==> config.mk <==
export PLATFORM = sky130hd
export DESIGN_NAME = conv_tile_memory
export DESIGN_NICKNAME = d
export VERILOG_FILES = /design/src/rtl/conv_tile_memory.sv
export SDC_FILE = /design/constraint.sdc
export NUM_CORES = 1
export LEC_CHECK = 0
export CAP_MARGIN = 15
export CORE_MARGIN = 2
export CORE_UTILIZATION = 40
export CTS_CLUSTER_DIAMETER = 40
export DETAILED_ROUTE_END_ITERATION = 12
export PLACE_DENSITY = 0.83
export SYNTH_ARGS = -nofsm -noshare
export SYNTH_HDL_FRONTEND = slang
export SYNTH_SLANG_ARGS = --single-unit
==> constraint.sdc <==
create_clock -name clk -period 1.8 [get_ports clk]
set_input_delay 0.18 -clock clk [delete_from_list [all_inputs] [get_ports clk]]
set_output_delay 0.18 -clock clk [all_outputs]
set_load 0.02 [all_outputs]
==> src/rtl/conv_tile_memory.sv <==
// conv_tile_memory: image/filter operand store and result capture for the convolution datapath.
// Optional result/image readback port enabled by defining CONV_TILE_MEM_READBACK_EN.
`default_nettype none

module conv_tile_memory #(
    parameter int IMG_N  = 4,
    parameter int FLT_K  = 3,
    parameter int DW     = 8,
    parameter int RES_CH = 2,
    parameter int AW     = 6,
    localparam int OUT_N  = IMG_N - FLT_K + 1,
    localparam int IMG_SZ = IMG_N * IMG_N,
    localparam int FLT_SZ = FLT_K * FLT_K,
    localparam int OUT_SZ = OUT_N * OUT_N,
    localparam int RES_W  = RES_CH * OUT_SZ * DW,
    localparam int CHW    = $clog2(RES_CH) + 1
) (
    input  logic                   clk,
    input  logic                   rst,
    input  logic                   start,
    input  logic                   wr_en,
    input  logic                   wr_sel,
    input  logic [AW-1:0]          wr_addr,
    input  logic [DW-1:0]          wr_data,
    input  logic                   load_done,
    input  logic [1:0]             cs,
    input  logic [RES_W-1:0]       res_in,
    output logic [1:0]             ms,
    output logic [IMG_SZ*DW-1:0]   data,
    output logic [FLT_SZ*DW-1:0]   filter,
    output logic [RES_W-1:0]       res_out,
    output logic                   err
`ifdef CONV_TILE_MEM_READBACK_EN
    ,
    input  logic                   rd_en,
    input  logic [CHW-1:0]         rd_ch,
    input  logic [AW-1:0]          rd_addr,
    output logic [DW-1:0]          rd_data
`endif
);

    typedef enum logic [1:0] {
        S_IDLE  = 2'b00,
        S_LOAD  = 2'b01,
        S_READY = 2'b10,
        S_DONE  = 2'b11
    } state_t;

    localparam logic [AW:0] IMG_LIM = (AW+1)'(IMG_SZ);
    localparam logic [AW:0] FLT_LIM = (AW+1)'(FLT_SZ);

    state_t                 state_q, state_d;
    logic [IMG_SZ*DW-1:0]   data_q, data_d;
    logic [FLT_SZ*DW-1:0]   filt_q, filt_d;
    logic [RES_W-1:0]       res_q, res_d;
    logic                   err_q, err_d;

    always_comb begin
        state_d = state_q;
        data_d  = data_q;
        filt_d  = filt_q;
        res_d   = res_q;
        err_d   = err_q;
        case (state_q)
            S_IDLE: begin
                if (start) begin
                    state_d = S_LOAD;
                    data_d  = '0;
                    filt_d  = '0;
                    err_d   = 1'b0;
                end
            end
            S_LOAD: begin
                if (wr_en) begin
                    if (!wr_sel) begin
                        if ({1'b0, wr_addr} < IMG_LIM) begin
                            for (int i = 0; i < IMG_SZ; i++) begin
                                if (wr_addr == AW'(i)) data_d[i*DW +: DW] = wr_data;
                            end
                        end else begin
                            err_d = 1'b1;
                        end
                    end else begin
                        if ({1'b0, wr_addr} < FLT_LIM) begin
                            for (int i = 0; i < FLT_SZ; i++) begin
                                if (wr_addr == AW'(i)) filt_d[i*DW +: DW] = wr_data;
                            end
                        end else begin
                            err_d = 1'b1;
                        end
                    end
                end
                if (load_done) state_d = S_READY;
            end
            S_READY: begin
                if (cs == 2'b01) begin
                    res_d   = res_in;
                    state_d = S_DONE;
                end
            end
            S_DONE: begin
                // A fresh run wins over the compute block returning to idle.
                if (start) begin
                    state_d = S_LOAD;
                    data_d  = '0;
                    filt_d  = '0;
                    err_d   = 1'b0;
                end else if (cs == 2'b00) begin
                    state_d = S_IDLE;
                end
            end
            default: state_d = S_IDLE;
        endcase
    end

    always_ff @(posedge clk) begin
        if (rst) begin
            state_q <= S_IDLE;
            data_q  <= '0;
            filt_q  <= '0;
            res_q   <= '0;
            err_q   <= 1'b0;
        end else begin
            state_q <= state_d;
            data_q  <= data_d;
            filt_q  <= filt_d;
            res_q   <= res_d;
            err_q   <= err_d;
        end
    end

    assign ms      = state_q;
    assign data    = data_q;
    assign filter  = filt_q;
    assign res_out = res_q;
    assign err     = err_q;

`ifdef CONV_TILE_MEM_READBACK_EN
    logic [DW-1:0] rd_q, rd_d;

    // Channel index RES_CH addresses the image; anything unmatched reads as zero.
    always_comb begin
        rd_d = rd_q;
        if (rd_en) begin
            rd_d = '0;
            for (int ch = 0; ch < RES_CH; ch++) begin
                for (int i = 0; i < OUT_SZ; i++) begin
                    if (rd_ch == CHW'(ch) && rd_addr == AW'(i))
                        rd_d = res_q[(ch*OUT_SZ+i)*DW +: DW];
                end
            end
            for (int i = 0; i < IMG_SZ; i++) begin
                if (rd_ch == CHW'(RES_CH) && rd_addr == AW'(i))
                    rd_d = data_q[i*DW +: DW];
            end
        end
    end

    always_ff @(posedge clk) begin
        if (rst) rd_q <= '0;
        else     rd_q <= rd_d;
    end

    assign rd_data = rd_q;
`endif

endmodule

`default_nettype wire

Word-level counts from Yosys, hierarchy flattened

Cells that the tools add are included.

Memories: 0
Bits in writable memories: 0
Latch bits: 0
Register bits after elaboration: 267
Input bits: 86
Memory bits (read-only): 0
Word-level logic and storage cells: 148

Bitwise operators: 0
Divide/modulo/power cells: 0
Equality and inequality tests: 47
Muxes and demuxes: 38
Add/subtract/negate cells: 0
Reduce and logical (&&, ||, !) cells: 33
$lt $le $gt $ge: 2
Multipliers: 0
Shift operators: 0

Operators with widths:

| cell                                                       | number |
|---|---|
| 2-to-1 mux 128 bit                                         | 4 |
| 2-to-1 mux 72 bit                                          | 4 |
| case mux 128 bit (2 select lines)                          | 1 |
| AND reduction 6 bit                                        | 25 |
| case mux 72 bit (2 select lines)                           | 1 |
| 2-to-1 mux 8 bit                                           | 16 |
| == test 6 x 4 -> 1 bit, second input constant              | 8 |
| inequality test 2 bit, second input constant               | 24 |
| == test 6 x 3 -> 1 bit, second input constant              | 4 |
| == test 6 x 2 -> 1 bit, second input constant              | 2 |
| 2-to-1 mux 2 bit                                           | 5 |
| inequality test 3 bit, second input constant               | 3 |
| case mux 2 bit (4 select lines)                            | 1 |
| == test 6 x 1 -> 1 bit, second input constant              | 1 |
| logical NOT 6 bit                                          | 1 |
| less-than comparator 6 x 4 -> 1 bit, second input constant | 1 |
| less-than comparator 6 x 5 -> 1 bit, second input constant | 1 |
| 2-to-1 mux 1 bit                                           | 5 |
| AND reduction 5 bit                                        | 1 |
| == test 2 x 1 -> 1 bit, second input constant              | 2 |
| == test 2 bit, second input constant                       | 2 |
| logical NOT 2 bit                                          | 2 |
| AND reduction 4 bit                                        | 1 |
| inequality test 2 x 1 -> 1 bit, second input constant      | 1 |
| 4 further kinds                                            | 4 |

Logic depth before layout (Yosys ltp)

Word-level depth: 6
Depth in mapped cells: 8

Worst setup path before layout

OpenSTA, ideal clock, no wires.

Path kind: reg-to-reg
From: register state_q[0], in the netlist ms[0]
To: register data_q[111], in the netlist data[111]
Arrival time: 2.055 ns
Cell stages (with the launch flop): 9
Path slack: -0.348 ns
Setup time: 0.092 ns
Path through: dfxtp_1 inv_1 ha_1 clkbuf_1 nand2_1 nor2_1 nand2_1 clkbuf_1 o32ai_1

Word-level cells in the longest chain between the ends: 4
Elaborated cells on any way between the ends: 12
Classes of those cells: 7 x eq/ne; 1 x mux; 4 x reduce/logical

Ends and longest elaborated chain:

| item                                                                                  | RTL line | text |
|---|---|---|
| start, declared                                                                       | 52       | `state_t state_q, state_d;` |
| start signal, assigned                                                                | 124      | `state_q <= state_d;` |
| == test 2 bit / logical NOT 2 bit (equally long branches)                             | 64       | `case (state_q)` |
| OR reduction 2 bit (no line)                                                          | -        |  |
| inequality test 2 x 1 -> 1 bit (no line) / nonzero test 2 bit (equally long branches) | -        |  |
| AND reduction 6 bit (no line)                                                         | -        |  |
| end signal, assigned                                                                  | 125      | `data_q <= data_d;` |
| end, declared                                                                         | 53       | `logic [IMG_SZ*DW-1:0] data_q, data_d;` |

Several ways; a longest one is shown, not always the timed one.
A chain may end at the register's enable or synchronous reset.

Final worst setup path

From: register state_q[0], in the netlist ms[0]
To: register data_q[50], in the netlist data[50]

The elaborated chain is that of the path after synthesis.

==> results_dict.tcl <==
set metrics [dict create \
    dp_hpwl_um 22590 \
    final_util_pct 67.69 \
    fp.coreArea_um2 23400 \
    fin_crit_ps 1882 \
    peakVddDrop_mv 0.9427 \
    required_ps 2150 \
    leakage_nw 5.470 \
    worstSetupEndpointType "flip-flop" \
    synth_edf_count 0 \
    overflow 0 \
    synth-xor-area-share_pct 0 \
    synth_area_leaders "dfxtp_1 (56%), o32ai_1 (12%), nand2_1 (6.1%)" \
    design_area_um2 15840 \
    violations "setup timing" \
    antenna_left 0 \
    start_kind "flip-flop" \
    synth-simple-area-share_pct 9.942 \
    syn_area_um2 9527 \
    max_freq_mhz 531.5 \
    multiInputGateArea_um2 3983 \
    fin_skew_ps 16.22 \
    antenna_found_initial 0 \
    area_growth_pct 66.29 \
    place_congestion 0.8328 \
    tightestPinTransition_ps 897.4 \
    synthAdderAreaFrac_pct 0.7880 \
    drc 0 \
    setup_viol 52 \
    grt_max_degree 140 \
    seq_power_share_pct 30.9 \
    die_y_um 158.3 \
    dr.first_iter.drc_count 529 \
    chipWidth_um 158.3 \
    htree_levels 2 \
    path_clk_slew_ps 60 \
    initial_core_util_pct 40.71 \
    status "finished with violations" \
    synth_top_area_share_pct 56.11 \
    clockBufferDepth 3 \
    critPathMaxFanout 8 \
    cts_tree "yes" \
    synth_cell_types 47 \
    nets 1493 \
    nFillCells 1740 \
    diodes 0 \
    hold_violations 0 \
    p_switching_mw 8.306 \
    wl_um 34250 \
    cts_hold_buf 0 \
    first_global_vias 8984 \
    syn_inst 985 \
    ys.flop_type "dfxtp_1" \
    dr.pass1.iters 5 \
    numPortBuffers 352 \
    wl_per_cell_um 19.59 \
    placed_area_um2 14040 \
    avgSynthCellArea_um2 9.672 \
    fin_hold_ws_ps 163.3 \
    min_path_type "primary input to flip-flop" \
    synthesis.nets 1077 \
    crit_type "flip-flop to flip-flop" \
    maxCapViolCount 0 \
    synth-async-reset-ratio_pct 0 \
    rsz0062_at_grt "true" \
    seqCellArea_um2 5350 \
    synth_top_family_by_area "compound AO/OA/AOI/OAI gates" \
    finalCritPeriodShare_pct 104.5 \
    ios 353 \
    root_buffer "clkbuf_16" \
    cts_sinks 267 \
    critPathArrivalTime_ps 2230 \
    p_per_area_nw_per_um2 1444 \
    p_clk_share_pct 31.6 \
    fp.dieArea_um2 25070 \
    synthMuxAreaShare_pct 0.3283 \
    drv_slew 0 \
    yosys_register_bits 267 \
    synth-seq-area-share_pct 56.11 \
    power_frac_comb_pct 37.5 \
    swShare_pct 36.31 \
    numCtsBuffers 38 \
    drive_gt1_share_pct 18.75 \
    grt_pass1_wl_um 49710 \
    synth-compound-area-share_pct 24.85 \
    yosysWarnings 0 \
    setup_ws_ps -81.57 \
    via_per_inst 5.284 \
    rows 56 \
    maxSlewHeadroom_pct 40.17 \
    yosys.area.top_type "dfxtp_1" \
    track_usage_pct 25.52 \
    worst_skew_pair.late_latency_ps 510 \
    vias 9236 \
    intPower_mw 14.57 \
]
==> synth_stat cells, drive strengths merged (2+ instances only) <==
master,count
a221oi,2
a32o,9
nand2,156
ha,6
inv,133
o2bb2ai,48
a22o,16
a21o,6
dfxtp,267
and2,2
and3,4
nor2b,3
mux2i,2
nand2b,2
nor4b,2
nor3b,2
o32ai,128
clkbuf,50
buf,12
nor3,2
nor2,30
a21oi,81
nand3,6
o21ai,6
==> cell usage in the layout (no fill, tap or decap), types with 5 or more instances in the layout <==
cell type | netlist | layout
clkdlybuf4s50_1 | 0 | 350
dfxtp_1 | 267 | 265
nand2_1 | 156 | 152
inv_1 | 132 | 130
o32ai_1 | 128 | 89
buf_4 | 2 | 67
a21oi_1 | 68 | 65
o2bb2ai_1 | 48 | 47
clkbuf_16 | 0 | 39
o32ai_2 | 0 | 37
a21oi_2 | 13 | 16
a22o_1 | 16 | 16
nor2_2 | 4 | 15
buf_12 | 0 | 13
nor2_4 | 0 | 12
a32o_1 | 9 | 9
inv_6 | 0 | 6
a21o_2 | 0 | 5
==> worst paths after layout <==
| check | slack, ps | depth (start not counted) | end | start |
|---|---|---|---|---|
| max reg2reg | -80 | 7 | data[50] | ms[0] |
| min | 160 | 3 | err | rst |
| min reg2reg | 450 | 2 | res_out[55] | res_out[55] |
| max | -80 | 7 | data[50] | ms[0] |
==> worst max-delay path, cell delays in order (launching register included) <==
cell and delay, ps:
dfxtp_2 350, inv_2 60, ha_4 260, mux2i_4 230, a21o_4 230, buf_12 150
nor2_4 320, o32ai_2 130
==> cell type report <==
| class | count | share of cell area (%) |
|---|---|---|
| clock inverters | 21 | 1.327 |
| clock buffers | 47 | 6.603 |
| multi-input cells | 524 | 25.14 |
| inverters | 133 | 3.151 |
| well taps | 319 | 2.520 |
| flip-flops and latches | 267 | 33.77 |
| repair buffers | 437 | 27.49 |
==> routing by layer <==
layer  vias up  GRT usage [%]  routed length (µm)
li1       4352              -                   -
met1      4407          32.16               14180
met2       391          42.15               16480
met3        86          5.743                2351
met4         0          10.90                1238
met5         -              0                   0
==> logic make-up (layout without fill, tap and decap cells) <==
| logic type | Yosys count | in the layout |
|---|---|---|
| and+or+nand+nor | 214 | 214 |
| DFF | 267 | 267 |
| AOI/OAI and AO/OA | 300 | 301 |
| buffers and inverters | 195 | 638 |
| muxes | 3 | 3 |
| adders and majority gates | 6 | 6 |
==> stage by stage <==
stage / TNS (ps) / power [mW] / setup slack [ps] / instances
global route: -7249 / 23.78 / -110.0 / 1748
global placement: -22760 / 14.53 / -280.8 / 1678
detailed placement: -35290 / 14.72 / -352.3 / 1678
finish: -1042 / 22.88 / -81.57 / 1748
floorplan: 0 / 11.15 / 5.968 / 985
CTS: -97.72 / 22.27 / -13.34 / 1743
==> power by group through the flow <==
stage / sequential [mW] / combinational, mW / clock (mW)
floorplan: 7.99 / 3.16 / 0
global placement: 7.15 / 7.37 / 0
detailed placement: 7.18 / 7.53 / 0
CTS: 7.06 / 7.88 / 7.32
global route: 7.13 / 9.04 / 7.60
finish: 7.08 / 8.57 / 7.23
==> state kept, by name (all words and copies together), names as in the netlist <==
| name | cells |
|---|---|
| filter | 72 |
| ms | 2 |
| data | 128 |
| err | 1 |
| res_out | 64 |
==> what timing repair did <==
item,CTS,global route
resized for setup,45,47
pin swaps,2,6
endpoints found under the setup margin,192,183
endpoints found under the hold margin,0,0
cloned,1,0
buffers inserted,2,6
(Power assumes the default switching activity.)
